[src/rtl/shared_reg_arb_pkg.sv]
// Shared definitions for the shared-register arbiter: FSM encoding and index-width helper.
package shared_reg_arb_pkg;

  typedef enum logic {
    StIdle,
    StHold
  } state_e;

  // Width needed to index n items, never less than one bit.
  function automatic int unsigned idx_w(input int unsigned n);
    return (n <= 2) ? 1 : $clog2(n);
  endfunction

endpackage

[src/rtl/shared_reg_arbiter_if.sv]
// Requester-side bus of the shared-register arbiter: requests, data, grant and register view.
interface shared_reg_arbiter_if
  import shared_reg_arb_pkg::*;
#(
  parameter int unsigned NUM_REQ = 4,
  parameter int unsigned DATA_W  = 8
) ();

  localparam int unsigned IDX_W = idx_w(NUM_REQ);

  logic [NUM_REQ-1:0]        req;
  logic [NUM_REQ*DATA_W-1:0] wdata;
  logic [NUM_REQ-1:0]        gnt;
  logic [DATA_W-1:0]         dout;
  logic                      dout_valid;
  logic [IDX_W-1:0]          owner;
  logic                      busy;

  // Requesters drive req/wdata and observe the register.
  modport master (
    output req, wdata,
    input  gnt, dout, dout_valid, owner, busy
  );

  // The arbiter consumes req/wdata and drives the register view.
  modport slave (
    input  req, wdata,
    output gnt, dout, dout_valid, owner, busy
  );

endinterface

[src/rtl/shared_reg_arbiter_rr_pick.sv]
// Combinational round-robin picker: first set request scanning cyclically upward from ptr.
module rr_pick
  import shared_reg_arb_pkg::*;
#(
  parameter int unsigned NUM_REQ = 4,
  parameter int unsigned IDX_W   = idx_w(NUM_REQ)
) (
  input  logic [NUM_REQ-1:0] req,
  input  logic [IDX_W-1:0]   ptr,
  output logic               any,
  output logic [IDX_W-1:0]   winner,
  output logic [NUM_REQ-1:0] onehot
);

  logic [IDX_W-1:0] sel;

  // Walk offsets 0..NUM_REQ-1 from ptr; the first hit wins.
  always_comb begin
    any    = 1'b0;
    winner = '0;
    onehot = '0;
    sel    = '0;
    for (int unsigned off = 0; off < NUM_REQ; off++) begin
      sel = IDX_W'((32'(ptr) + off) % NUM_REQ);
      if (!any && req[sel]) begin
        any         = 1'b1;
        winner      = sel;
        onehot[sel] = 1'b1;
      end
    end
  end

endmodule

[src/rtl/shared_reg_arbiter.sv]
// Shares one DATA_W register among NUM_REQ requesters: round-robin write arbitration,
// a one-cycle grant pulse to the winner, then a HOLD_CYCLES guard before re-arbitrating.
module shared_reg_arbiter
  import shared_reg_arb_pkg::*;
#(
  parameter int unsigned NUM_REQ     = 4,
  parameter int unsigned DATA_W      = 8,
  parameter int unsigned HOLD_CYCLES = 2
) (
  input logic                 clk,
  input logic                 rst,
  input logic                 clr,
  shared_reg_arbiter_if.slave bus
);

  localparam int unsigned IDX_W = idx_w(NUM_REQ);
  localparam int unsigned CNT_W = idx_w(HOLD_CYCLES);

  if (NUM_REQ < 2 || HOLD_CYCLES < 1) begin : g_bad_param
    $error("shared_reg_arbiter: NUM_REQ must be >= 2 and HOLD_CYCLES >= 1");
  end

  state_e             state_q, state_d;
  logic [CNT_W-1:0]   cnt_q, cnt_d;
  logic [IDX_W-1:0]   ptr_q, ptr_d;
  logic [DATA_W-1:0]  dout_q, dout_d;
  logic               valid_q, valid_d;
  logic [IDX_W-1:0]   owner_q, owner_d;
  logic [NUM_REQ-1:0] gnt_q, gnt_d;

  logic               pick_any;
  logic [IDX_W-1:0]   pick_idx;
  logic [NUM_REQ-1:0] pick_onehot;
  logic [DATA_W-1:0]  wdata_sel;

  rr_pick #(
    .NUM_REQ (NUM_REQ),
    .IDX_W   (IDX_W)
  ) u_rr_pick (
    .req    (bus.req),
    .ptr    (ptr_q),
    .any    (pick_any),
    .winner (pick_idx),
    .onehot (pick_onehot)
  );

  // One-hot mux of the winning requester's data.
  always_comb begin
    wdata_sel = '0;
    for (int i = 0; i < int'(NUM_REQ); i++) begin
      if (pick_onehot[i]) wdata_sel = bus.wdata[i*DATA_W +: DATA_W];
    end
  end

  // Next-state: arbitrate in idle, count down the guard in hold; clr overrides data only.
  always_comb begin
    state_d = state_q;
    cnt_d   = cnt_q;
    ptr_d   = ptr_q;
    dout_d  = dout_q;
    valid_d = valid_q;
    owner_d = owner_q;
    gnt_d   = '0;
    unique case (state_q)
      StIdle: begin
        // clr blocks arbitration that cycle: no grant, pointer stays.
        if (!clr && pick_any) begin
          dout_d  = wdata_sel;
          valid_d = 1'b1;
          owner_d = pick_idx;
          gnt_d   = pick_onehot;
          ptr_d   = IDX_W'((32'(pick_idx) + 32'd1) % NUM_REQ);
          cnt_d   = CNT_W'(HOLD_CYCLES - 1);
          state_d = StHold;
        end
      end
      StHold: begin
        if (cnt_q == '0) state_d = StIdle;
        else             cnt_d   = cnt_q - CNT_W'(1);
      end
    endcase
    if (clr) begin
      dout_d  = '0;
      valid_d = 1'b0;
    end
  end

  // State register with synchronous active-high reset.
  always_ff @(posedge clk) begin
    if (rst) begin
      state_q <= StIdle;
      cnt_q   <= '0;
      ptr_q   <= '0;
      dout_q  <= '0;
      valid_q <= 1'b0;
      owner_q <= '0;
      gnt_q   <= '0;
    end else begin
      state_q <= state_d;
      cnt_q   <= cnt_d;
      ptr_q   <= ptr_d;
      dout_q  <= dout_d;
      valid_q <= valid_d;
      owner_q <= owner_d;
      gnt_q   <= gnt_d;
    end
  end

  assign bus.gnt        = gnt_q;
  assign bus.dout       = dout_q;
  assign bus.dout_valid = valid_q;
  assign bus.owner      = owner_q;
  assign bus.busy       = (state_q == StHold);

endmodule

[src/flat_wrapper.sv]
// flat-port wrapper written by rule: the top's interface ports become plain ports
module shared_reg_arbiter_flat import shared_reg_arb_pkg::*;
#(
  parameter int unsigned NUM_REQ     = 4,
  parameter int unsigned DATA_W      = 8,
  parameter int unsigned HOLD_CYCLES = 2
)
  (clk, rst, clr, bus_req, bus_wdata, bus_gnt, bus_dout, bus_dout_valid, bus_owner, bus_busy);
  shared_reg_arbiter_if #(.NUM_REQ(NUM_REQ), .DATA_W(DATA_W)) bus_i ();
  input logic clk;
  input logic rst;
  input logic clr;
  input wire logic [$bits(bus_i.req)-1:0] bus_req;
  input wire logic [$bits(bus_i.wdata)-1:0] bus_wdata;
  output wire logic [$bits(bus_i.gnt)-1:0] bus_gnt;
  output wire logic [$bits(bus_i.dout)-1:0] bus_dout;
  output wire logic [$bits(bus_i.dout_valid)-1:0] bus_dout_valid;
  output wire logic [$bits(bus_i.owner)-1:0] bus_owner;
  output wire logic [$bits(bus_i.busy)-1:0] bus_busy;
  assign bus_i.req = bus_req;
  assign bus_i.wdata = bus_wdata;
  assign bus_gnt = bus_i.gnt;
  assign bus_dout = bus_i.dout;
  assign bus_dout_valid = bus_i.dout_valid;
  assign bus_owner = bus_i.owner;
  assign bus_busy = bus_i.busy;
  shared_reg_arbiter #(.NUM_REQ(NUM_REQ), .DATA_W(DATA_W), .HOLD_CYCLES(HOLD_CYCLES)) u_core (.clk(clk), .rst(rst), .clr(clr), .bus(bus_i));
endmodule
[config.mk]
export PLATFORM = sky130hd
export DESIGN_NAME = shared_reg_arbiter_flat
export DESIGN_NICKNAME = d
export VERILOG_FILES = /design/src/rtl/shared_reg_arb_pkg.sv /design/src/rtl/shared_reg_arbiter_if.sv /design/src/rtl/shared_reg_arbiter_rr_pick.sv /design/src/rtl/shared_reg_arbiter.sv /design/src/flat_wrapper.sv
export SDC_FILE = /design/constraint.sdc
export NUM_CORES = 1
export LEC_CHECK = 0
export CORE_MARGIN = 2
export CORE_UTILIZATION = 41
export DETAILED_ROUTE_END_ITERATION = 7
export PLACE_DENSITY = 0.77
export SYNTH_ARGS = -nofsm -noshare
export SYNTH_HDL_FRONTEND = slang
export SYNTH_SLANG_ARGS = --single-unit
[constraint.sdc]
create_clock -name clk -period 2.7 [get_ports clk]
set_input_delay 0.27 -clock clk [delete_from_list [all_inputs] [get_ports clk]]
set_output_delay 0.27 -clock clk [all_outputs]
set_load 0.05 [all_outputs]
== Word level (Yosys, flattened, before mapping) ==
Cells that the tools add are included.
Operators by class
  $add $sub $neg: 5
  $lt $le $gt $ge: 8
  eq/ne operators: 1
  muxes and demuxes: 38
  bitwise logic cells: 5
  reductions and logical operators: 15
Operator list (number)
  2-to-1 mux 8 bit: 4
  2-to-1 mux 1 bit: 16
  2-to-1 mux 4 bit: 4
  less-than comparator 2 x 3 -> 1 bit (second input constant): 4
  OR 4 bit: 3
  binary-select mux 1 bit (select 2 bit): 4
  demux 1 bit (select 2 bit): 4
  greater-or-equal comparator 2 x 1 -> 1 bit (second input constant): 4
  logical AND 1 bit: 8
  2-to-1 mux 2 bit: 4
  adder 2 x 1 -> 2 bit (second input constant): 2
  adder 2 bit (second input constant): 2
  zero test 1 bit: 4
  one-hot mux 1 bit (2 select lines): 2
  OR reduction 3 bit: 1
  inequality test 2 x 1 -> 1 bit (second input constant): 1
  inverter 1 bit: 2
  AND reduction 2 bit: 1
  OR reduction 2 bit: 1
  subtractor 1 bit (second input constant): 1
Word-level totals
  flip-flop bits (word level): 19
  input bits: 39
  output and inout bits: 16
  word-level logic and storage cells: 79

== Depth between registers and ports, before layout ==
  word-level depth: 16
  depth in mapped cells: 11

== Hierarchy ==
Synthesis repeated with hierarchy kept, for this count alone.
Unflattened totals
  cells, all modules: 151
  area, all modules: 1410.1 um^2
By module, submodules not included
  shared_reg_arbiter: instances 1, cells an instance 106, area an instance 987.2 um^2, sequential area each 380.4 um^2
  rr_pick: instances 1, cells an instance 45, area an instance 422.9 um^2, sequential area each 0.0 um^2

== Worst setup path after synthesis ==
No wires, ideal clock.
  path kind: register to register
  start point: register u_core.ptr_q[0]
  end point: register u_core.dout_q[0] (netlist: u_core.bus.dout[0])
  library setup time: 70 ps
  arrival: 2709 ps
  path slack: -79 ps
  stages on the path, launching flop included: 12
  period minus slack after synthesis: 2779 ps
  path through: dfxtp_1 -> buf_4 -> inv_1 -> ha_1 -> buf_6 -> or3b_1 -> a2111o_1 -> a21boi_4 -> or3_1 -> buf_6 -> o211ai_1 -> a21oi_1
Between the ends
  longest elaborated chain between the ends: 16
RTL lines
  start: declaration: RTL line shared_reg_arbiter.sv:25  | logic [IDX_W-1:0] ptr_q, ptr_d;
  start signal: assignment: RTL line shared_reg_arbiter.sv:101  | ptr_q <= ptr_d;
  branches (longest 16 deep; another with less-than comparator 2 x 3 -> 1 bit)
  end signal: assignment: RTL line shared_reg_arbiter.sv:102  | dout_q <= dout_d;
  end: declaration: RTL line shared_reg_arbiter.sv:26  | logic [DATA_W-1:0] dout_q, dout_d;
Parallel ways; which one is timed is not known. The select of a mux whose other input is x is not followed.
A chain may end at the register's enable or synchronous reset.

== Final worst setup path ==
  start point: register u_core.ptr_q[1]
  end point: register u_core.dout_q[0] (netlist: u_core.bus.dout[0])
Same word-level chain as after synthesis.

==> results <==
-- power groups by stage --
| stage | Combinational, mW | Sequential (mW) | Clock [mW] |
|---|---|---|---|
| final | 0.550 | 0.316 | 0.194 |
| after global routing | 0.595 | 0.319 | 0.210 |
| after CTS | 0.540 | 0.316 | 0.198 |
| after detailed placement | 0.540 | 0.322 | 0 |
| after global placement | 0.534 | 0.322 | 0 |
| after floorplan | 0.308 | 0.386 | 0 |
-- worst min-delay path: stages (launching register included) --
cell     delay, ps
dfxtp_1        310
nand2_1         50
a21oi_1         50
-- cell type report --
cell class	count	share of cell area [%]
multi-input combinational	134	47.17
clock buffer	3	1.851
timing repair buffer	69	29.28
inverter	10	1.683
tap	48	2.692
sequential	19	17.11
clock inverter	1	0.2243
-- stage by stage --
stage / setup TNS (ps) / worst slack [ps] / instances
floorplan: 0 / 15.81 / 175
global placement: 0 / 51.18 / 280
global route: 0 / 14.15 / 284
finish: 0 / 151.4 / 284
detailed placement: -91.87 / -39.01 / 280
CTS: 0 / 148.6 / 284
-- state kept, by name (all words and copies together) (netlist names) --
name,flops
u_core.bus.busy,1
u_core.bus.dout,8
u_core.bus.dout_valid,1
u_core.bus.gnt,4
u_core.bus.owner,2
u_core.cnt_q,1
u_core.ptr_q,2
-- cell usage in the layout, fill, tap and decap left out, types with 2 or more instances in the layout --
master           synthesis  final
inv_1                   10     10
a211oi_1                 2      2
nand3b_1                 3      3
a221oi_1                 8      8
o221ai_1                 8      8
and2_1                   3      3
o211ai_1                 8      8
nand2_1                  9      9
o21a_1                   3      3
o22ai_1                  2      2
nor3_1                   4      4
a21oi_1                 16     16
buf_4                    1     15
nor2b_1                  2      2
mux4_2                   3      3
a21boi_0                 8      8
o31ai_1                  8      8
o21ai_0                  4      4
nor2_1                   7      7
dfxtp_1                 19     18
mux2i_1                  4      4
clkdlybuf4s50_1          0     54
clkbuf_8                 0      3
nor3b_1                  4      4
or3_1                    3      2
ha_1                     7      7
-- per-layer routing --
layer  wire, um  GRT usage, %  vias to the layer above
li1           -             -                      804
met1       1965         28.60                      766
met2       2029         32.27                       49
met3        193         1.884                        7
met4         69         8.594                        0
met5          0             0                        -
-- logic make-up after synthesis --
group           count (synthesis)
compound gates                 76
flops                          19
xor+xnor                        1
simple gates                   42
fa+ha+maj                       7
buf+inv                        22
mux                             8
-- what timing repair did --
item,CTS,global route
hold endpoints to repair,0,0
setup endpoints to repair,0,7
gates resized for setup,0,4
hold buffers,0,0
-- worst max-delay path by stage --
stage,start,end,depth (start not counted)
detailed placement,bus_req[2],u_core.bus.dout[0],7
floorplan,u_core.ptr_q[0],u_core.bus.dout[0],11
CTS,u_core.ptr_q[1],u_core.bus.dout[0],8
global placement,bus_req[2],u_core.bus.dout[0],7
global route,u_core.ptr_q[1],u_core.bus.dout[0],8
finish,u_core.ptr_q[1],u_core.bus.dout[0],9
==> flow_summary_export.csv <==
group,metric,value,unit
final_layout,final_util,61.40,%
power_and_ir_drop,clkPwrFrac,18.3,%
power_and_ir_drop,leakagePower,0.8150,nW
sta,fmax,0.3924,GHz
power_and_ir_drop,sw_frac_of_total,37.95,%
grt,grt_pass1_wl,6879,um
logic_synthesis,synth_seq_area_share,24.76,%
die,io_pins,55,
clocking,cts_sinks,19,
worst_setup_path,critPathBufInv,2,
logic_synthesis,synthSimpleGateAreaFrac,15.80,%
die,dieArea,0.004253,mm^2
grt,grt_usage,20.48,%
final_layout,area_growth,45.20,%
clocking,cts_tree,"built",
logic_synthesis,syn_area,0.001536,mm^2
clocking,max-clock-path-buffers,2,
logic_synthesis,synth_commonest_cells,"dfxtp_1 (19), a21oi_1 (16), inv_1 (10)",
power_and_ir_drop,power.total,1.060,mW
power_and_ir_drop,p_sw,0.4022,mW
power_and_ir_drop,power.density,475.1,mW/mm^2
placed_design,globalplace.congestion,0.9013,
final_layout,final_area,0.002231,mm^2
sta,period_minus_slack,2549,ps
die,core,0.003633,mm^2
clocking,clock_latency,250,ps
grt,grt_overflow,0,
logic_synthesis,yosys_warnings,0,
sta,relSlewSlack,60.87,%
routing,drc,0,
final_layout,antenna_cells,0,
worst_hold_path,min_path_type,"reg2reg",
final_layout,layout.nets,283,
power_and_ir_drop,comb_power_share,51.9,%
grt,antenna_found_initial,0,
worst_setup_path,worstPathRequired,2840,ps
routing,ant_nets,0,
logic_synthesis,yosys_register_bits,19,
routing,drtIter0Drc,95,
worst_setup_path,cpPeakStageDelay,520,ps
sta,timing.final.crit_share,94.39,%
logic_synthesis,synth_nets,221,
logic_synthesis,yosysUniqueCellTypes,46,
worst_setup_path,path_cells,"inv_1, ha_1, buf_4, nand3b_1, a2111o_1, nand2_1, a221o_2, a221oi_1, a21oi_1",
routing,vias,1626,
worst_setup_path,rrSetupSlack,150,ps
sta,fin_skew,2.232,ps
logic_synthesis,synthMuxAreaShare,7.736,%
die,die_h,65.22,um
logic_synthesis,synth_edf_count,0,
power_and_ir_drop,vdd_drop_max,0.0001936,V
final_layout,fillers,317,
logic_synthesis,synthTopCellsByArea,"dfxtp_1 (25%), ha_1 (5.7%), a21oi_1 (5.2%)",
placed_design,dpl-instance-area,0.002167,mm^2
logic_synthesis,syn-mean-instance-area,8.780,um^2
logic_synthesis,synth_compound_gate_area_share,37.54,%
final_layout,area.sequential,381.6,um^2
worst_setup_path,crit-reg2reg-capture,"u_core.bus.dout[0]",
worst_setup_path,worstSetupPathType,"reg2reg",
sta,hold_viol,0,
worst_setup_path,path_max_fanout,8,
worst_setup_path,path_delay_family,"compound AO/OA/AOI/OAI gates",
logic_synthesis,synthAdderAreaFrac,5.700,%
routing,first_pass_iters,4,
worst_hold_path,min_to,"u_core.bus.owner[0]",
die,initial_core_util,42.29,%
sta,rsz0062_at_grt,"no",
worst_setup_path,cp-end-kind,"register",
worst_setup_path,r2r_start,"u_core.ptr_q[1]",
flow_run,drv_cap,0,
grt,grt_max_degree,16,
worst_setup_path,worstPathArrival,2690,ps
routing,vias_per_cell,5.725,
worst_hold_path,hold-path-cell-count,2,
clocking,cts_setup_buffers,0,
placed_design,place_hpwl,3305,um
clocking,cts.reportedPaths.clkPinSlew,70,ps
sta,setup_viol,0,
die,core.rowCount,22,
power_and_ir_drop,internal_power,0.6577,mW
sta,worst_slew_pin_slew,584.8,ps
grt,first_global_vias,1458,
logic_synthesis,ys_dominant_reg_cell,"dfxtp_1",
routing,routedWlPerCell,14.99,um
worst_setup_path,reg2regPathDepth,9,
run_status,status,"finished clean",
logic_synthesis,async_flop_share,0,%
worst_hold_path,hold_start,"u_core.bus.owner[0]",
worst_setup_path,startpoint_type,"register",
power_and_ir_drop,p_seq_share,29.8,%
logic_synthesis,synth_top_area_share,24.76,%
final_layout,drive_gt1_share,14.83,%
sta,whs,459.2,ps
sta,maxSlewViolCount,0,
logic_synthesis,synth_most_common_cell,"dfxtp_1",
clocking,cts_buffers,3,
routing,finalWirelength,4258,um
die,die_w,65.22,um
placed_design,portBuffers,54,
worst_setup_path,crit_slowest_cell,"a221o_2",
clocking,root_buffer,"clkbuf_8",
logic_synthesis,synth_cells,175,
logic_synthesis,synth.largest_area_cell,"dfxtp_1",
logic_synthesis,synth-xor-area-share,0.5700,%
logic_synthesis,synth_top_family_by_area,"compound AO/OA/AOI/OAI gates",
final_layout,multiInputGateArea,0.001052,mm^2
clocking,cts_max_level,1,
Power figures use the tool's default switching activity.
